**config.mk**
```make
export PLATFORM = sky130hd
export DESIGN_NAME = if_fetch_stage
export DESIGN_NICKNAME = d
export VERILOG_FILES = /design/src/rtl/if_pkg.sv /design/src/rtl/if_next_pc.sv /design/src/rtl/if_fetch_stage.sv
export SDC_FILE = /design/constraint.sdc
export NUM_CORES = 1
export LEC_CHECK = 0
export BUFFER_PORTS_ARGS = -buffer_cell sky130_fd_sc_hd__buf_2
export CAP_MARGIN = 20
export CELL_PAD_IN_SITES_DETAIL_PLACEMENT = 2
export CELL_PAD_IN_SITES_GLOBAL_PLACEMENT = 2
export CORE_UTILIZATION = 26
export CTS_CLUSTER_SIZE = 16
export DETAILED_ROUTE_END_ITERATION = 12
export GPL_TIMING_DRIVEN = 0
export PLACE_DENSITY_LB_ADDON = 0.2
export SLEW_MARGIN = 5
export SYNTH_ARGS = -nofsm -noshare
export SYNTH_HDL_FRONTEND = slang
export SYNTH_SLANG_ARGS = --single-unit
```
**constraint.sdc**
```tcl
create_clock -name clk -period 2.8 [get_ports clk]
set_clock_uncertainty 0.05 [all_clocks]
set_input_delay 0 -clock clk [delete_from_list [all_inputs] [get_ports clk]]
set_output_delay 0 -clock clk [all_outputs]
set_load 0.005 [all_outputs]
```
**src/rtl/if_pkg.sv**
```systemverilog
// Shared types and constants for the instruction-fetch stage.
package if_pkg;

  typedef enum logic [1:0] {
    FETCH = 2'd0,
    HOLD  = 2'd1,
    DRAIN = 2'd2
  } fetch_state_e;

  localparam logic [31:0] RESET_PC_DEFAULT  = 32'h0000_0000;
  localparam logic [31:0] NOP_INSTR_DEFAULT = 32'h0000_0000;
  localparam logic [31:0] PC_INC            = 32'd4;

  // Force an address onto a word boundary.
  function automatic logic [31:0] word_align(input logic [31:0] addr);
    return {addr[31:2], 2'b00};
  endfunction

endpackage

```
**src/rtl/if_next_pc.sv**
```systemverilog
// Next-PC candidates: sequential PC+4 and the word-aligned redirect target.
// A jump wins over a taken branch when both arrive together.
module if_next_pc
  import if_pkg::*;
(
  input  logic [31:0] pc,
  input  logic        pc_src,
  input  logic        jump,
  input  logic [31:0] pc_branch,
  input  logic [31:0] pc_jump,
  output logic        redirect,
  output logic [31:0] target,
  output logic [31:0] pc_plus4
);

  // Pure selection; the increment wraps modulo 2^32 naturally.
  always_comb begin
    redirect = pc_src | jump;
    target   = word_align(jump ? pc_jump : pc_branch);
    pc_plus4 = pc + PC_INC;
  end

endmodule

```
**src/rtl/if_fetch_stage.sv**
```systemverilog
// Instruction-fetch stage: owns the PC, runs a req/ack handshake with
// instruction memory and presents PCPlus4F/Instr to the IF/ID register.
// FETCH passes ack data straight through; HOLD parks a fetched word while
// the hazard unit stalls; DRAIN waits out a request that was made stale by
// a redirect, because the request may not be withdrawn before its ack.
module if_fetch_stage
  import if_pkg::*;
#(
  parameter logic [31:0] RESET_PC  = RESET_PC_DEFAULT,
  parameter logic [31:0] NOP_INSTR = NOP_INSTR_DEFAULT
) (
  input  logic        clk,
  input  logic        rst_n,
  input  logic        StallF,
  input  logic        PCSrcD,
  input  logic        JumpD,
  input  logic [31:0] PCBranchD,
  input  logic [31:0] PCJumpD,
  output logic        imem_req,
  output logic [31:0] imem_addr,
  input  logic        imem_ack,
  input  logic [31:0] imem_rdata,
  output logic [31:0] PCF,
  output logic [31:0] PCPlus4F,
  output logic [31:0] Instr,
  output logic        InstrValidF,
  output logic        FetchBusyF
);

  fetch_state_e state_q, state_d;
  logic [31:0]  pc_q, pc_d;
  logic [31:0]  ibuf_q, ibuf_d;
  logic [31:0]  drain_addr_q, drain_addr_d;

  logic         redirect;
  logic [31:0]  target;
  logic [31:0]  pc_plus4;

  logic         req_int;
  logic [31:0]  instr_int;
  logic         valid_int;
  logic         busy_int;

  if_next_pc u_next_pc (
    .pc        (pc_q),
    .pc_src    (PCSrcD),
    .jump      (JumpD),
    .pc_branch (PCBranchD),
    .pc_jump   (PCJumpD),
    .redirect  (redirect),
    .target    (target),
    .pc_plus4  (pc_plus4)
  );

  // State, PC and buffer registers; reset abandons any outstanding request.
  always_ff @(posedge clk) begin
    if (!rst_n) begin
      state_q      <= FETCH;
      pc_q         <= RESET_PC;
      ibuf_q       <= 32'h0000_0000;
      drain_addr_q <= 32'h0000_0000;
    end else begin
      state_q      <= state_d;
      pc_q         <= pc_d;
      ibuf_q       <= ibuf_d;
      drain_addr_q <= drain_addr_d;
    end
  end

  // Next-state and memory/IF-ID outputs; redirect outranks StallF.
  always_comb begin
    state_d      = state_q;
    pc_d         = pc_q;
    ibuf_d       = ibuf_q;
    drain_addr_d = drain_addr_q;
    req_int      = 1'b0;
    imem_addr    = pc_q;
    instr_int    = NOP_INSTR;
    valid_int    = 1'b0;
    busy_int     = 1'b0;

    case (state_q)
      FETCH: begin
        req_int   = 1'b1;
        imem_addr = pc_q;
        busy_int  = ~imem_ack;
        if (imem_ack) begin
          instr_int = imem_rdata;
          valid_int = 1'b1;
        end
        if (imem_ack && redirect) begin
          // Fetched word is on the wrong path; IF/ID flushes it.
          pc_d = target;
        end else if (!imem_ack && redirect) begin
          // Request stays on the bus until acked; park its address.
          drain_addr_d = pc_q;
          pc_d         = target;
          state_d      = DRAIN;
        end else if (imem_ack && StallF) begin
          ibuf_d  = imem_rdata;
          state_d = HOLD;
        end else if (imem_ack) begin
          pc_d = pc_plus4;
        end
      end

      HOLD: begin
        instr_int = ibuf_q;
        valid_int = 1'b1;
        if (redirect) begin
          pc_d    = target;
          state_d = FETCH;
        end else if (!StallF) begin
          pc_d    = pc_plus4;
          state_d = FETCH;
        end
      end

      DRAIN: begin
        req_int   = 1'b1;
        imem_addr = drain_addr_q;
        busy_int  = 1'b1;
        if (redirect) begin
          pc_d = target;
        end
        if (imem_ack) begin
          // Stale data is dropped; StallF does not hold us here.
          state_d = FETCH;
        end
      end

      default: begin
        state_d = FETCH;
      end
    endcase
  end

  // Outputs are forced quiet while reset is asserted.
  always_comb begin
    PCF         = pc_q;
    PCPlus4F    = pc_plus4;
    imem_req    = rst_n & req_int;
    Instr       = rst_n ? instr_int : NOP_INSTR;
    InstrValidF = rst_n & valid_int;
    FetchBusyF  = rst_n & busy_int;
  end

endmodule

```
==> out/qor.csv, run 1 <==
stage,metric,value,unit
place,placed_cell_area,7200,µm²
die,die_area,22600,µm²
finish,drive_gt1_frac,0.298,
synth,yosys_warnings,0,
synth,ys_ff_latch,94,
synth,synth-main-ff-cell,dfxtp_1,
synth,yosysUniqueCellTypes,54,
drt,wl,25900,µm
clock_tree,clk_pin_slew,0.07,ns
critical_path,end_kind,output port,
timing,max_freq,374,MHz
global_route,grt_use_met1,0.310,
timing,setup_tns,0,ns
clock_tree,clockBufferDepth,2,
drt,ant_nets,0,
global_route,gr-usage-met3,0.0291,
global_route,use_met2,0.384,
timing,tightest_slew,1.15,ns
critical_path,worstPathArrival,2.63,ns
job,drv_cap,0,
global_route,first_global_vias,7026,
clock_tree,cts_num_sinks,94,
timing,slew-limit-headroom,0.232,
finish,area_delta_synth_final,37.8,%
die,coreArea,21300,µm²
synth,synth_area,5730,µm²
timing,final_max_slew_viol_count,0,
critical_path,crit_buf_inv,2,
pwr,p_leak,3.50,nW
timing,setup_viol,0,
clock_tree,insertion_delay,0.35,ns
die,floorplan.initialDensity,0.269,
critical_path,crit_path_start_kind,register,
finish,fin_util,0.371,
timing,hold_viol_final,0,
clock_tree,htreeDepth,3,
place,numPortBuffers,221,
critical_path,cp_cell_sequence,and3_1 -> clkbuf_1 -> nand3_1 -> or4_4 -> xnor2_1 -> buf_2,
timing,timing.final.crit_period,2.68,ns
critical_path,max_stage_delay,0.59,ns
drt,drt_iter0_drc,231,
synth,synth.yosys.seq_area_share,0.328,
critical_path,critPathKind,register to output port,
die,die_y,150,µm
clock_tree,numCtsBuffers,9,
synth,async_reset_ff_frac,0,
drt,first_pass_iters,4,
place,dpl.hpwl,19100,µm
finish,nets,1142,
global_route,top_usage_layer,met2,
global_route,antenna_found_initial,0,
timing,rsz0062_at_grt,no,
critical_path,crit_slowest_cell,or4_4,
synth,syn_avg_cell_area,7.48,µm²
global_route,grt_max_degree,16,
synth,syn_inst,766,
critical_path,required,2.75,ns
critical_path,path_delay_family,simple AND/OR/NAND/NOR gates,
drt,viasPerCell,5.11,
drt,drc,0,
die,design.portCount,233,
critical_path,critPathLaunch,PCF[9]$_SDFFE_PN0P_,
pwr,ir_worst_vdd,0.000292,V
synth,synth-edff-count,0,
die,rows,53,
finish,antenna_cells,0,
global_route,grt_use_total,0.230,
place,gp_congestion,0.795,
global_route,overflow,0,
drt,num_vias,6709,
min_path,hp-start,imem_ack,
timing,min_period_over_period,0.955,
critical_path,r2r-start,state_q[1]$_SDFFE_PN0P_,
critical_path,cp_max_fo,8,
drt,avgRoutedWirePerCell,19.7,µm
finish,design_area,7900,µm²
clock_tree,cts_setup_buffers,0,
clock_tree,cts_tree,yes,
pwr,pwr_density_cell,493,nW/µm²
min_path,min-delay-path-class,input port to register,
die,die_w,150,µm
global_route,grt_pass1_wl,39400,µm
status,status,finished clean,
clock_tree,root_buffer,clkbuf_16,
cells in the final DEF (no fill, tap or decap), drive strengths merged, types with 12 or more instances in the layout:
cell type | synthesis | final
nand3 | 12 | 12
nand2 | 156 | 156
mux2 | 25 | 25
a22oi | 34 | 34
nor3 | 18 | 18
nand4 | 13 | 13
dlygate4sd3 | 0 | 32
clkbuf | 47 | 58
o22ai | 19 | 19
mux2i | 36 | 36
o21ai | 17 | 17
nor2 | 62 | 62
xnor2 | 20 | 20
buf | 36 | 256
dfxtp | 94 | 94
inv | 10 | 12
a21oi | 87 | 87
layout make-up:
class	instances	area, µm²
fillers	2542	13400
multi-input cells	584	3520
flip-flops and latches	94	1880
repair buffers	253	1430
plain buffers	83	372
well taps	275	344
clock buffers	10	229
clock inverters	5	82.6
inverters	10	37.5
final timing paths:
path                             endpoint  slack (ns)  cells after the start
min reg2reg  drain_addr_q[7]$_SDFFE_PN0P_        0.41                      2
min               state_q[1]$_SDFFE_PN0P_       0.006                      4
max reg2reg           PCF[7]$_SDFFE_PN0P_        0.21                      9
max                          PCPlus4F[29]        0.12                      6
worst min-delay path, delay by kind of cell:
| kind | cells | cell delay, ns |
|---|---|---|
| simple gates | 2 | 0.16 |
| compound gates | 1 | 0.06 |
| buf+inv | 1 | 0.14 |
metrics by stage:
step | power (mW) | worst slack (ns) | hold slack, ns | instances
3_3_place_gp | 2.49 | 0.156 | 0.206 | 1267
3_5_place_dp | 2.51 | 0.0947 | 0.210 | 1267
2_1_floorplan | 2.04 | 0.694 | 0.0860 | 771
5_1_grt | 4.08 | 0.0216 | 0.0293 | 1314
6_report | 3.89 | 0.125 | 0.00579 | 1314
4_1_cts | 3.93 | 0.0585 | 0.000897 | 1314
registers in the layout, indices dropped and copies added (netlist names):
register      count
ibuf_q           32
drain_addr_q     30
PCF              30
state_q           2
routing by layer:
| layer | vias to the layer above | share of wire | wire [µm] |
|---|---|---|---|
| li1 | 3214 | - | - |
| met1 | 3295 | 0.47 | 12100 |
| met2 | 182 | 0.48 | 12300 |
| met3 | 18 | 0.044 | 1140 |
| met4 | 0 | 0.014 | 350 |
| met5 | - | 0 | 0 |
report_power, final:
part | switching, mW | total (mW) | internal, mW
logic | 0.595 | 1.03 | 0.437
clock network | 0.590 | 1.38 | 0.785
registers | 0.0748 | 1.48 | 1.41
total | 1.26 | 3.89 | 2.63
synthesized netlist by cell type, drive strengths merged (4+ instances only):
cell    number  share of area
a211oi       4         0.0052
a21oi       87          0.076
a22oi       34          0.045
and3         4         0.0044
and4         4         0.0061
buf         36          0.033
clkbuf      47          0.031
dfxtp       94           0.33
ha           5          0.011
inv         10         0.0065
mux2        25          0.049
mux2i       36          0.063
nand2      156           0.10
nand3       12          0.010
nand4       13          0.016
nor2        62          0.041
nor3        18          0.017
nor4         9         0.0098
o21ai       17          0.015
o22ai       19          0.021
o32a         9          0.016
o32ai        4         0.0061
or2          4         0.0044
xnor2       20          0.031
xor2         8          0.012
what timing repair did:
item / in CTS / in global routing
resized for setup: 5 / 9
cloned: 0 / 0
setup endpoints to repair: 16 / 16
hold buffers: 32 / 0
hold endpoints to repair: 32 / 0
kinds of logic (layout without fill, tap and decap cells):
logic type / count (synthesis) / in the layout / synth area share
XOR/XNOR: 28 / 28 / 0.0428
AO/OA/AOI/OAI: 193 / 193 / 0.211
AND/OR/NAND/NOR: 291 / 291 / 0.224
multiplexers: 61 / 61 / 0.112
adder cells (fa/ha/maj): 5 / 5 / 0.0109
buffers and inverters: 93 / 361 / 0.0705
flip-flops: 94 / 94 / 0.328
other: 1 / 6 / 0.000654
(Power assumes the default switching activity.)
==> run 2: changes to the inputs <==
--- a/config.mk
+++ b/config.mk
@@ -9,7 +9,9 @@
 export CAP_MARGIN = 20
 export CELL_PAD_IN_SITES_DETAIL_PLACEMENT = 2
 export CELL_PAD_IN_SITES_GLOBAL_PLACEMENT = 2
-export CORE_UTILIZATION = 26
+export CORE_MARGIN = 1.5
+export CORE_UTILIZATION = 28
+export CTS_CLUSTER_DIAMETER = 120
 export CTS_CLUSTER_SIZE = 16
 export DETAILED_ROUTE_END_ITERATION = 12
 export GPL_TIMING_DRIVEN = 0
@@ -17,4 +19,5 @@
 export SLEW_MARGIN = 5
 export SYNTH_ARGS = -nofsm -noshare
 export SYNTH_HDL_FRONTEND = slang
+export SYNTH_HIERARCHICAL = 1
 export SYNTH_SLANG_ARGS = --single-unit
==> out/qor.csv, run 2 <==
stage,metric,value,unit,change
synth,async_reset_ff_frac,0,,unchanged
synth,yosysTopAreaCell,dfxtp_1,,unchanged
timing,max_freq,386,MHz,was 374 MHz
timing,min_period_over_period,0.925,,was 0.955
clock_tree,htreeDepth,3,,unchanged
drt,wl,25700,µm,was 25900 µm
global_route,first_global_vias,7197,,was 7026
status,status,finished clean,,unchanged
clock_tree,cts_num_sinks,98,,was 94
pwr,clkPwrFrac,0.327,,was 0.353
synth,synth_area_leaders,"dfxtp_1 (31%), mux2_2 (17%), nand2_1 (8.1%)",,"was dfxtp_1 (33%), nand2_1 (10%), a21oi_1 (7.6%)"
critical_path,max_stage_delay,0.60,ns,was 0.59 ns
critical_path,crit_path_start_kind,register,,unchanged
finish,design_area,8470,µm²,was 7900 µm²
critical_path,cp_cell_sequence,nand4_4 -> nor3_4 -> buf_6 -> nand4_2 -> xnor2_1 -> mux2_2 -> a22oi_1 -> nand3_1 -> o211a_1,,was and3_1 -> clkbuf_1 -> nand3_1 -> or4_4 -> xnor2_1 -> buf_2
synth,syn_avg_cell_area,8.63,µm²,was 7.48 µm²
critical_path,worstPathArrival,2.78,ns,was 2.63 ns
finish,antenna_cells,0,,unchanged
timing,tightest_slew,0.775,ns,was 1.15 ns
min_path,min-delay-path-class,input port to register,,unchanged
synth,syn_inst,734,,was 766
critical_path,end_kind,register,,was output port
critical_path,critPathKind,register to register,,was register to output port
place,gp_congestion,0.787,,was 0.795
drt,first_pass_iters,4,,unchanged
clock_tree,root_buffer,clkbuf_16,,unchanged
finish,fillers,2576,,was 2542
finish,nets,1114,,was 1142
synth,synth-main-ff-cell,dfxtp_1,,unchanged
synth,yosys-top-cells-count,"nand2_1 (137), dfxtp_1 (98), mux2_2 (94)",,"was nand2_1 (156), dfxtp_1 (94), a21oi_1 (87)"
drt,viasPerCell,5.06,,was 5.11
critical_path,reg2reg_depth,9,,unchanged
timing,setup_viol,0,,unchanged
finish,final_common_cell,buf_2,,unchanged
timing,slew-limit-headroom,0.483,,was 0.232
die,die_w,153,µm,was 150 µm
synth,yosysUniqueCellTypes,41,,was 54
global_route,grt_pass1_wl,40400,µm,was 39400 µm
global_route,grt_use_total,0.218,,was 0.230
pwr,p_leak,3.94,nW,was 3.50 nW
timing,setup_tns,0,ns,unchanged
critical_path,path_delay_family,simple AND/OR/NAND/NOR gates,,unchanged
finish,drive_gt1_frac,0.375,,was 0.298
die,die_area,23500,µm²,was 22600 µm²
die,die_y,153,µm,was 150 µm
global_route,antenna_found_initial,0,,unchanged
timing,whs,0.0428,ns,was 0.00579 ns
pwr,switching_share,0.322,,was 0.324
global_route,grt_max_degree,18,,was 16
timing,rsz0062_at_grt,no,,unchanged
die,coreArea,22000,µm²,was 21300 µm²
min_path,hold_path_depth,2,,was 4
clock_tree,cts_tree,yes,,unchanged
synth,ys_ff_latch,98,,was 94
finish,regArea,1960,µm²,was 1880 µm²
die,floorplan.initialDensity,0.288,,was 0.269
place,placed_cell_area,7830,µm²,was 7200 µm²
job,drv_cap,0,,unchanged
die,rows,54,,was 53
pwr,ir_worst_vdd,0.000248,V,was 0.000292 V
place,dp.cells,1242,,was 1267
pwr,p_total,4.02,mW,was 3.89 mW
synth,synth-edff-count,0,,unchanged
finish,final_cell_mix,"buf_2 (249), nand2_1 (137), dfxtp_1 (98), mux2_2 (94), a22oi_1 (64)",,"was buf_2 (246), nand2_1 (156), dfxtp_1 (93), a21oi_1 (87), nor2_1 (61)"
place,dpl.hpwl,18600,µm,was 19100 µm
critical_path,required,2.99,ns,was 2.75 ns
critical_path,cp_max_fo,10,,was 8
finish,area_delta_synth_final,33.7,%,was 37.8%
finish,multi_input_area,4000,µm²,was 3520 µm²
die,design.portCount,233,,unchanged
critical_path,crit_slowest_cell,dfxtp_1,,was or4_4
timing,hold_viol_final,0,,unchanged
clock_tree,clk_pin_slew,0.08,ns,was 0.07 ns
pwr,power.switching,1.30,mW,was 1.26 mW
clock_tree,numCtsBuffers,9,,unchanged
finish,finalNonFillerCells,1291,,was 1314
clock_tree,clockBufferDepth,2,,unchanged
synth,synth.yosys.seq_area_share,0.310,,was 0.328
clock_tree,insertion_delay,0.35,ns,about the same
pwr,p_comb_frac,0.268,,was 0.265
drt,avgRoutedWirePerCell,19.9,µm,was 19.7 µm
pwr,pwr_density_cell,475,nW/µm²,was 493 nW/µm²
global_route,overflow,0,,unchanged
synth,synth_area,6330,µm²,was 5730 µm²
place,numPortBuffers,227,,was 221
timing,timing.final.crit_period,2.59,ns,was 2.68 ns
drt,ant_nets,0,,unchanged
drt,num_vias,6537,,was 6709
critical_path,cp_num_cells,9,,was 6
pwr,power_frac_seq,0.405,,was 0.381
critical_path,crit_buf_inv,1,,was 2
drt,drt_iter0_drc,259,,was 231
synth,synth_most_common_cell,nand2_1,,unchanged
synth,yosys_warnings,6,,was 0
timing,final_max_slew_viol_count,0,,unchanged
drt,drc,0,,unchanged
synth,netlist.area_leader.share,0.310,,was 0.328
pwr,p_int,2.73,mW,was 2.63 mW
## run 2: cell type report
class	instances	area share
Multi-Input combinational cell	560	0.472
Sequential cell	98	0.232
Timing Repair Buffer	260	0.174
Buffer	71	0.0422
Tap cell	280	0.0414
Clock buffer	9	0.0266
Clock inverter	7	0.00886
Inverter	6	0.00266
## run 2: power groups by stage
| stage | clock, mW | combinational, mW | sequential (mW) |
|---|---|---|---|
| 5_1_grt | 1.40 | 1.19 | 1.65 |
| 2_1_floorplan | 0 | 0.599 | 1.61 |
| 3_3_place_gp | 0 | 1.03 | 1.66 |
| 6_report | 1.32 | 1.08 | 1.63 |
| 3_5_place_dp | 0 | 1.04 | 1.66 |
| 4_1_cts | 1.36 | 1.09 | 1.63 |
## run 2: kinds of logic after synthesis
| logic type | after synthesis | share of synthesized area |
|---|---|---|
| other | 1 | 0.000592 |
| buffers and inverters | 77 | 0.0600 |
| adders and majority gates | 6 | 0.0119 |
| DFF | 98 | 0.310 |
| muxes | 95 | 0.169 |
| AOI/OAI and AO/OA | 170 | 0.212 |
| and+or+nand+nor | 259 | 0.197 |
| xor gates and xnor gates | 28 | 0.0399 |
## run 2: routing by layer
layer / track usage / up-vias / wire [µm]
met5: 0 / - / 0
met4: 0.0416 / 0 / 188
met3: 0.0332 / 13 / 1160
met2: 0.385 / 153 / 12300
met1: 0.281 / 3231 / 12000
li1: - / 3140 / -
## run 2: what timing repair did
| action | in CTS | in global routing |
|---|---|---|
| hold buffers | 32 | 0 |
| endpoints found under the hold margin | 32 | 0 |
| endpoints found under the setup margin | 8 | 5 |
| setup buffers | 0 | 1 |
| gates resized for setup | 1 | 0 |
| pin swaps | 0 | 1 |
## run 2: worst paths after layout
| check | from | slack [ns] | end |
|---|---|---|---|
| setup / recovery | PCF[10]$_SDFFE_PN0P_ | 0.21 | PCF[28]$_SDFFE_PN0P_ |
| hold / removal | rst_n | 0.04 | drain_addr_q[12]$_SDFFE_PN0P_ |
| setup reg to reg | PCF[10]$_SDFFE_PN0P_ | 0.21 | PCF[28]$_SDFFE_PN0P_ |
| hold reg to reg | drain_addr_q[3]$_SDFFE_PN0P_ | 0.41 | drain_addr_q[3]$_SDFFE_PN0P_ |
## run 2: metrics by stage
stage / worst slack [ns] / utilization
2_1_floorplan: 0.668 / -
3_3_place_gp: 0.00506 / 0.355
3_5_place_dp: -0.0275 / 0.355
4_1_cts: 0.0485 / 0.384
5_1_grt: 0.0149 / 0.385
6_report: 0.209 / 0.385
## run 2: worst register-to-register path, delay by kind of cell (launching register included)
kind                      cells  cell delay, ns
DFF                           1            0.60
and+or+nand+nor               4            0.81
buffers and inverters         1            0.22
AOI/OAI and AO/OA             2            0.30
xor gates and xnor gates      1            0.21
muxes                         1            0.29
